[src/rtl/alu_seq_if.sv]
// Request/response bundle between the control unit and the sequential ALU.
// The ALU side uses the slave modport.
interface alu_seq_if #(
  parameter int WIDTH = 32
);
  logic             Start;
  logic [2:0]       ALUOp;
  logic [WIDTH-1:0] Src_A;
  logic [WIDTH-1:0] Src_B;
  logic             C_Flag;
  logic             Busy;
  logic             Done;
  logic [WIDTH-1:0] ALUResult;
  logic [3:0]       ALUFlags;

  modport master (
    output Start, ALUOp, Src_A, Src_B, C_Flag,
    input  Busy, Done, ALUResult, ALUFlags
  );

  modport slave (
    input  Start, ALUOp, Src_A, Src_B, C_Flag,
    output Busy, Done, ALUResult, ALUFlags
  );
endinterface

[src/rtl/alu_seq.sv]
// Registered ALU with a Start/Busy/Done handshake. Single-cycle ops are resolved
// at the accepting edge; MUL iterates one multiplier bit per edge.
module alu_seq #(
  parameter int WIDTH = 32,
  parameter int CNT_W = 6
) (
  input  logic        CLK,
  input  logic        RESETn,
  alu_seq_if.slave    bus
);
  localparam int M = WIDTH - 1;

  typedef enum logic [1:0] {IDLE, RUN, DONE} state_t;

  state_t           state, state_nxt;
  logic [CNT_W-1:0] cnt;
  logic [WIDTH-1:0] mcand, mplier, acc, mul_sum;
  logic [WIDTH-1:0] result;
  logic [3:0]       flags;

  logic             accept, is_mul;
  logic             sub, cin;
  logic [WIDTH-1:0] b_op;
  logic [WIDTH:0]   sum;
  logic [WIDTH-1:0] alu_res;
  logic             alu_c, alu_v;

  // Start is only honoured when the unit can take a new op (IDLE or DONE).
  assign accept = bus.Start && (state != RUN);
  assign is_mul = (bus.ALUOp == 3'b110);

  always_ff @(posedge CLK or negedge RESETn) begin
    if (!RESETn) state <= IDLE;
    else         state <= state_nxt;
  end

  always_comb begin
    state_nxt = state;
    case (state)
      IDLE:    if (bus.Start) state_nxt = is_mul ? RUN : DONE;
      RUN:     if (cnt == '0) state_nxt = DONE;
      DONE:    state_nxt = bus.Start ? (is_mul ? RUN : DONE) : IDLE;
      default: state_nxt = IDLE;
    endcase
  end

  // ALUOp[0] selects the subtract form, ALUOp[2] selects external carry-in.
  always_comb begin
    sub     = bus.ALUOp[0];
    b_op    = sub ? ~bus.Src_B : bus.Src_B;
    cin     = bus.ALUOp[2] ? bus.C_Flag : sub;
    sum     = {1'b0, bus.Src_A} + {1'b0, b_op} + {{WIDTH{1'b0}}, cin};
    alu_res = '0;
    alu_c   = 1'b0;
    alu_v   = 1'b0;
    case (bus.ALUOp)
      3'b000, 3'b001, 3'b100, 3'b101: begin
        alu_res = sum[M:0];
        alu_c   = sum[WIDTH];
        alu_v   = sub ? ((bus.Src_A[M] ^ bus.Src_B[M]) & (bus.Src_A[M] ^ sum[M]))
                      : ((bus.Src_A[M] ~^ bus.Src_B[M]) & (bus.Src_A[M] ^ sum[M]));
      end
      3'b010:  alu_res = bus.Src_A & bus.Src_B;
      3'b011:  alu_res = bus.Src_A | bus.Src_B;
      3'b111:  alu_res = bus.Src_B;
      default: alu_res = '0;
    endcase
  end

  assign mul_sum = acc + (mplier[0] ? mcand : '0);

  // Result/flags only change on the edge that makes Done visible, so RUN never
  // exposes partial products.
  always_ff @(posedge CLK or negedge RESETn) begin
    if (!RESETn) begin
      cnt    <= '0;
      mcand  <= '0;
      mplier <= '0;
      acc    <= '0;
      result <= '0;
      flags  <= '0;
    end else if (accept) begin
      if (is_mul) begin
        mcand  <= bus.Src_A;
        mplier <= bus.Src_B;
        acc    <= '0;
        cnt    <= CNT_W'(WIDTH - 1);
      end else begin
        result <= alu_res;
        flags  <= {alu_res[M], alu_res == '0, alu_c, alu_v};
      end
    end else if (state == RUN) begin
      acc    <= mul_sum;
      mcand  <= mcand << 1;
      mplier <= mplier >> 1;
      cnt    <= cnt - 1'b1;
      if (cnt == '0) begin
        result <= mul_sum;
        flags  <= {mul_sum[M], mul_sum == '0, flags[1:0]};
      end
    end
  end

  assign bus.Busy      = (state == RUN);
  assign bus.Done      = (state == DONE);
  assign bus.ALUResult = result;
  assign bus.ALUFlags  = flags;
endmodule

[src/flat_wrapper.sv]
// flat-port wrapper written by rule: the top's interface ports become plain ports
module alu_seq_flat 
#(
  parameter int WIDTH = 32,
  parameter int CNT_W = 6
)
  (CLK, RESETn, bus_Start, bus_ALUOp, bus_Src_A, bus_Src_B, bus_C_Flag, bus_Busy, bus_Done, bus_ALUResult, bus_ALUFlags);
  alu_seq_if #(.WIDTH(WIDTH)) bus_i ();
  input  logic CLK;
  input  logic RESETn;
  input wire logic [$bits(bus_i.Start)-1:0] bus_Start;
  input wire logic [$bits(bus_i.ALUOp)-1:0] bus_ALUOp;
  input wire logic [$bits(bus_i.Src_A)-1:0] bus_Src_A;
  input wire logic [$bits(bus_i.Src_B)-1:0] bus_Src_B;
  input wire logic [$bits(bus_i.C_Flag)-1:0] bus_C_Flag;
  output wire logic [$bits(bus_i.Busy)-1:0] bus_Busy;
  output wire logic [$bits(bus_i.Done)-1:0] bus_Done;
  output wire logic [$bits(bus_i.ALUResult)-1:0] bus_ALUResult;
  output wire logic [$bits(bus_i.ALUFlags)-1:0] bus_ALUFlags;
  assign bus_i.Start = bus_Start;
  assign bus_i.ALUOp = bus_ALUOp;
  assign bus_i.Src_A = bus_Src_A;
  assign bus_i.Src_B = bus_Src_B;
  assign bus_i.C_Flag = bus_C_Flag;
  assign bus_Busy = bus_i.Busy;
  assign bus_Done = bus_i.Done;
  assign bus_ALUResult = bus_i.ALUResult;
  assign bus_ALUFlags = bus_i.ALUFlags;
  alu_seq #(.WIDTH(WIDTH), .CNT_W(CNT_W)) u_core (.CLK(CLK), .RESETn(RESETn), .bus(bus_i));
endmodule
[config.mk]
export PLATFORM = sky130hd
export DESIGN_NAME = alu_seq_flat
export DESIGN_NICKNAME = d
export VERILOG_FILES = /design/src/rtl/alu_seq_if.sv /design/src/rtl/alu_seq.sv /design/src/flat_wrapper.sv
export SDC_FILE = /design/constraint.sdc
export NUM_CORES = 1
export LEC_CHECK = 0
export ABC_AREA = 1
export BUFFER_PORTS_ARGS = -buffer_cell sky130_fd_sc_hd__buf_2
export CORE_ASPECT_RATIO = 0.8
export CORE_UTILIZATION = 62
export CTS_CLUSTER_DIAMETER = 200
export CTS_CLUSTER_SIZE = 12
export DETAILED_ROUTE_END_ITERATION = 8
export HOLD_SLACK_MARGIN = 0.05
export PLACE_DENSITY_LB_ADDON = 0.08
export SKIP_CTS_REPAIR_TIMING = 1
export SYNTH_ARGS = -nofsm -noshare
export SYNTH_HDL_FRONTEND = slang
export SYNTH_SLANG_ARGS = --single-unit
[constraint.sdc]
create_clock -name CLK -period 3.39 [get_ports CLK]
set_clock_uncertainty 0.2 [all_clocks]
set_input_delay 0.339 -clock CLK [delete_from_list [all_inputs] [get_ports CLK]]
set_output_delay 0.339 -clock CLK [all_outputs]
set_load 0.01 [all_outputs]
# After elaboration in Yosys (flattened, before gate mapping)
# Cells that the tools add are included.
[op_classes]
addsub = 4
n_eq_ne = 14
n_mux = 32
bitwise = 9
n_reduce_logical = 13
[op_table]
columns = ["operator", "count"]
rows = [
  ["$mux W32", 15],
  ["$pmux W32 S4", 1],
  ["$logic_not A32 Y1", 2],
  ["$add A32 B32 Y33", 1],
  ["$add A33 B1 Y33", 1],
  ["$add A32 B32 Y32", 1],
  ["$and A32 B32 Y32", 1],
  ["$not A32 Y32", 1],
  ["$or A32 B32 Y32", 1],
  ["$mux W6", 3],
  ["$mux W4", 4],
  ["$eq A3 B3 Y1 const B", 4],
  ["$mux W2", 4],
  ["$eq A3 B2 Y1 const B", 2],
  ["$logic_not A6 Y1", 1],
  ["$ne A2 B2 Y1 const B", 3],
  ["$pmux W2 S3", 1],
  ["$reduce_and A2 Y1", 3],
  ["$sub A6 B1 Y6 const B", 1],
  ["$mux W1", 4],
  ["$ne A2 B1 Y1 const B", 2],
  ["$reduce_bool A2 Y1", 2],
  ["$reduce_or A4 Y1", 1],
  ["$eq A3 B1 Y1 const B", 1],
  ["10 further kinds", 12],
]
[word_totals]
register_bits = 140
inputBits = 71
output_inout_bits = 38
elab_cells = 80

# Longest topological paths before layout
[logic_depth]
depth_word = 10
ltp_mapped = 28
depth_no_buf = 26

# Least setup slack after synthesis
# No wires, ideal clock.
[synth_timing]
kind = "input to register"
startpoint = "input bus_ALUOp[0]"
endpoint = "register u_core.flags[2], in the netlist u_core.bus.ALUFlags[2]"
setup_time_ps = 65
arrival_ps = 3041
required_ps = 3125
path_slack_ps = 84
path_stages = 24
path_buffers = 3
path_cell_list = "buf_2 buf_2 buf_2 xnor2_1 fa_1 fa_1 inv_1 nand2_1 nand2_1 and2_1 nand2_1 nand3_2 nand2_1 nand3_1 nand3_1 nand2_1 nand2_1 nor2_1 nand2_1 nor2_1 nand3_1 nand2_1 nand2_1 nand2_1"
[synth_via]
elab_chain_len = 7
word_cells_on_any_way = 19
cone_classes = "2 x add/sub; 8 x eq/ne; 5 x mux; 4 x reduce/logical"
[synth_rtl]
columns = ["element", "line", "source"]
rows = [
  ["start, declared", "flat_wrapper.sv:12", "input wire logic [$bits(bus_i.ALUOp)-1:0] bus_ALUOp;"],
  ["$mux W32", "alu_seq.sv:50", "b_op = sub ? ~bus.Src_B : bus.Src_B;"],
  ["$add A32 B32 Y33", "alu_seq.sv:52", "sum = {1'b0, bus.Src_A} + {1'b0, b_op} + {{WIDTH{1'b0}}, cin};"],
  ["$add A33 B1 Y33", "alu_seq.sv:52", ""],
  ["$pmux W32 S4", "alu_seq.sv:56", "case (bus.ALUOp)"],
  ["$logic_not A32 Y1", "alu_seq.sv:90", "flags <= {alu_res[M], alu_res == '0, alu_c, alu_v};"],
  ["$mux W4", "alu_seq.sv:83", "if (is_mul) begin"],
  ["$mux W4", "alu_seq.sv:82", "end else if (accept) begin"],
  ["end signal, assigned", "alu_seq.sv:90", ""],
  ["end signal, assigned", "alu_seq.sv:99", "flags <= {mul_sum[M], mul_sum == '0, flags[1:0]};"],
  ["end, declared", "alu_seq.sv:19", "logic [3:0] flags;"],
]
# Several ways; a longest one is shown, not always the timed one. The select of a mux whose other input is x is not followed.
# A chain may end at the register's enable or synchronous reset.

# Final worst setup path
[layout_timing]
startpoint = "input bus_Src_B[10]"
endpoint = "register u_core.flags[2], in the netlist u_core.bus.ALUFlags[2]"
[layout_via]
elab_chain_len = 8
word_cells_on_any_way = 10
cone_classes = "2 x add/sub; 4 x mux; 3 x bitwise; 1 x reduce/logical"
[layout_rtl]
columns = ["element", "line", "source"]
rows = [
  ["start, declared", "flat_wrapper.sv:14", "input wire logic [$bits(bus_i.Src_B)-1:0] bus_Src_B;"],
  ["$not A32 Y32", "alu_seq.sv:50", ""],
  ["$mux W32", "alu_seq.sv:50", ""],
  ["$add A32 B32 Y33", "alu_seq.sv:52", ""],
  ["$add A33 B1 Y33", "alu_seq.sv:52", ""],
  ["$pmux W32 S4 (*)", "alu_seq.sv:56", ""],
  ["$logic_not A32 Y1 (*)", "alu_seq.sv:90", ""],
  ["$mux W4 (*)", "alu_seq.sv:83", ""],
  ["$mux W4 (*)", "alu_seq.sv:82", ""],
]
# Every way passes the cells marked *; elsewhere a longest branch is shown, timed or not. The select of a mux whose other input is x is not followed.

==> flow_summary.ini <==
[outcome]
outcome = finished clean

[clock_tree]
path_clk_slew_ns = 0.07
root_buffer = clkbuf_16
clock_sinks = 139
clockBufferDepth = 2
cts_tree = built
cts_buffers = 17
clock_latency_ns = 0.43
htreeDepth = 4

[grt]
overflow = 0
grt_usage_pct = 40.35
grt.busiest_layer = met2
grt_use_met2_pct = 64.40
grt_pass1_vias = 12200
grt_first_pass_wirelength_um = 64070
antenna_found_initial = 0
grt_max_degree = 98
gr-usage-met3_pct = 4.497
use_met1_pct = 56.56

[synthesis]
synthFlopType = dfrtp_1
synth_cell_types = 49
synth_area_per_cell_um2 = 6.112
yosysTopAreaCellShare_pct = 28.31
ys_seq_area_share_pct = 28.31
synth_most_common_cell = nand2_1
yosys_warnings = 0
async_reset_ff_share_pct = 100.0
ys_ff_latch = 139
synth_nets = 2150
synthTopCellsByCount = nand2_1, inv_1, nor2_1
syn_inst = 2010
yosysTopAreaCell = dfrtp_1
synth_area_um2 = 12290
synth_edf_count = 0
synthTopCellsByArea = dfrtp_1, nand2_1, inv_1

[floorplan]
io_pins = 109
die_h_um = 127.9
core_um2 = 19200
start_util_pct = 63.99
die_w_um = 159.4
die_area_um2 = 20390
num_rows = 45

[final_layout]
nNetsFinal = 2309
multi_input_area_um2 = 7510
fillers = 1563
drive_above_1_share_pct = 12.01
seqCellArea_um2 = 3478
design_area_um2 = 14390
area_delta_synth_final_pct = 17.10
antenna_cells = 0

[worst_setup_path]
worstPathRequired_ns = 3.56
critPathMaxFanout = 4
cp.arrival_ns = 3.38
crit_chain = dlygate4sd3_1, buf_2, nor2_1, nor2_1, ha_1, nand2_2, nor2_2, and3_1, nand2_2, nand2_2, nand3b_1, nand3_1, nand3_1, nand2_1, nand2_1, nor2_1, nand3_1, nand2_1, nand2_1, nand2_1
slowest_stage = dlygate4sd3_1
crit_path_frequent_cell = nand2_1
cpPeakStageDelay_ns = 0.55
setup.worst_path.start_class = primary input
end_kind = flip-flop
crit_type = in2reg

[sta]
slew_violations = 0
final-setup-viol-count = 0
hold_viol = 0
worst_slew_pin_slew_ns = 0.8484
finalCritPeriodShare_pct = 94.57
slew_headroom_pct = 43.44
grt_setup_unrepaired = no
max_freq_mhz = 311.9
fin_hold_ws_ns = 0.01714
fin_setup_tns_ns = 0
finalCriticalPeriod_ns = 3.206

[detailed_routing]
vias = 14100
routed_via_density = 5.779
drt_pass1_iterations = 6
route.detailed.drc = 0
postRouteAntennaNets = 0
wl_per_cell_um = 17.34
first_iter_violations = 1840
drt-total-wl_um = 42300

[place]
dp_hpwl_um = 31710
routabilityCongestion = 1.017
placed_area_um2 = 13260
io_buffer_count = 108

[hold_path]
hp-class = in2reg

[flow_run]
drv_cap = 0

[power_and_ir_drop]
p_switching_mw = 4.685
p_seq_share_pct = 28.6
powerDensity_nw_per_um2 = 684.6
comb_power_share_pct = 52.2
cellInternalPower_mw = 5.165
power_leakage_nw = 7.932
clockPowerShare_pct = 19.2
ir_worst_vdd_uv = 467.5
power_switching_share_pct = 47.57
[placed cells by master, fill, tap and decap left out, drive strengths merged, types with 24 or more instances in the layout]
cell | Yosys | layout
a21oi | 81 | 81
ha | 66 | 66
nand3 | 132 | 132
nand2 | 708 | 708
o21ai | 91 | 91
dfrtp | 139 | 139
buf | 38 | 157
dlygate4sd3 | 0 | 51
nor3 | 24 | 24
a31oi | 92 | 92
inv | 269 | 277
nor2 | 260 | 260
[state kept, by name, summed over array words and instances (netlist names)]
signal	cells
u_core.acc	32
u_core.bus.ALUFlags	3
u_core.bus.ALUResult	32
u_core.cnt	6
u_core.mcand	32
u_core.mplier	32
u_core.state	2
[per-layer routing]
metal  wire length, um  vias to the layer above
met1             17960                     6375
met3              3832                      129
met2             18890                      855
met4              1627                        0
li1                  -                     6742
met5                 0                        -
[cell families after synthesis]
group,after synthesis,share of synthesized area (%)
AOI/OAI and AO/OA,287,13.43
buffers and inverters,339,10.99
and+or+nand+nor,1155,38.56
DFF,139,28.31
adders and majority gates,69,7.211
xor gates and xnor gates,21,1.497
[metrics by stage]
| step | util [%] | setup slack [ns] | total power [mW] | std cells |
|---|---|---|---|---|
| after CTS | 72.10 | 0.2184 | 9.620 | 2389 |
| after global routing | 74.93 | 0.001685 | 10.57 | 2440 |
| after floorplan | - | 0.08383 | 6.191 | 2010 |
| after global placement | 69.08 | 0.08947 | 7.553 | 2357 |
| after detailed placement | 69.08 | 0.05046 | 7.710 | 2357 |
| final | 74.93 | 0.1840 | 9.850 | 2440 |
[power by group through the flow]
| stage | Clock (mW) | Combinational [mW] | Sequential, mW |
|---|---|---|---|
| after floorplan | 0 | 3.45 | 2.74 |
| after global placement | 0 | 4.77 | 2.78 |
| after detailed placement | 0 | 4.91 | 2.80 |
| after CTS | 1.89 | 4.95 | 2.79 |
| after global routing | 1.97 | 5.73 | 2.87 |
| final | 1.89 | 5.14 | 2.82 |
[layout make-up]
cell class	count	area share, %
sequential	139	24.18
timing repair buffer	208	10.28
tap	258	2.244
multi-input combinational	1532	52.20
inverter	271	7.080
clock inverter	14	1.035
clock buffer	18	2.983
[worst max-delay path: cells and delay by family]
family | cells | cell delay [ns]
adder cells (fa/ha/maj) | 1 | 0.36
buffers and inverters | 2 | 0.71
AND/OR/NAND/NOR | 17 | 1.97
[final timing paths]
path / from / end / slack, ns / cells after the start
max: bus_Src_B[10] / u_core.bus.ALUFlags[2] / 0.18 / 20
max reg2reg: u_core.mplier[0] / u_core.bus.ALUFlags[2] / 0.19 / 18
min: bus_Src_B[3] / u_core.mplier[3] / 0.02 / 3
max in group asynchronous: RESETn / u_core.bus.ALUResult[14] / 1.84 / 3
min in group asynchronous: RESETn / u_core.mplier[5] / 0.33 / 2
min reg2reg: u_core.bus.ALUResult[1] / u_core.bus.ALUResult[1] / 0.30 / 2
No activity file was read; power rests on OpenSTA's default activity.
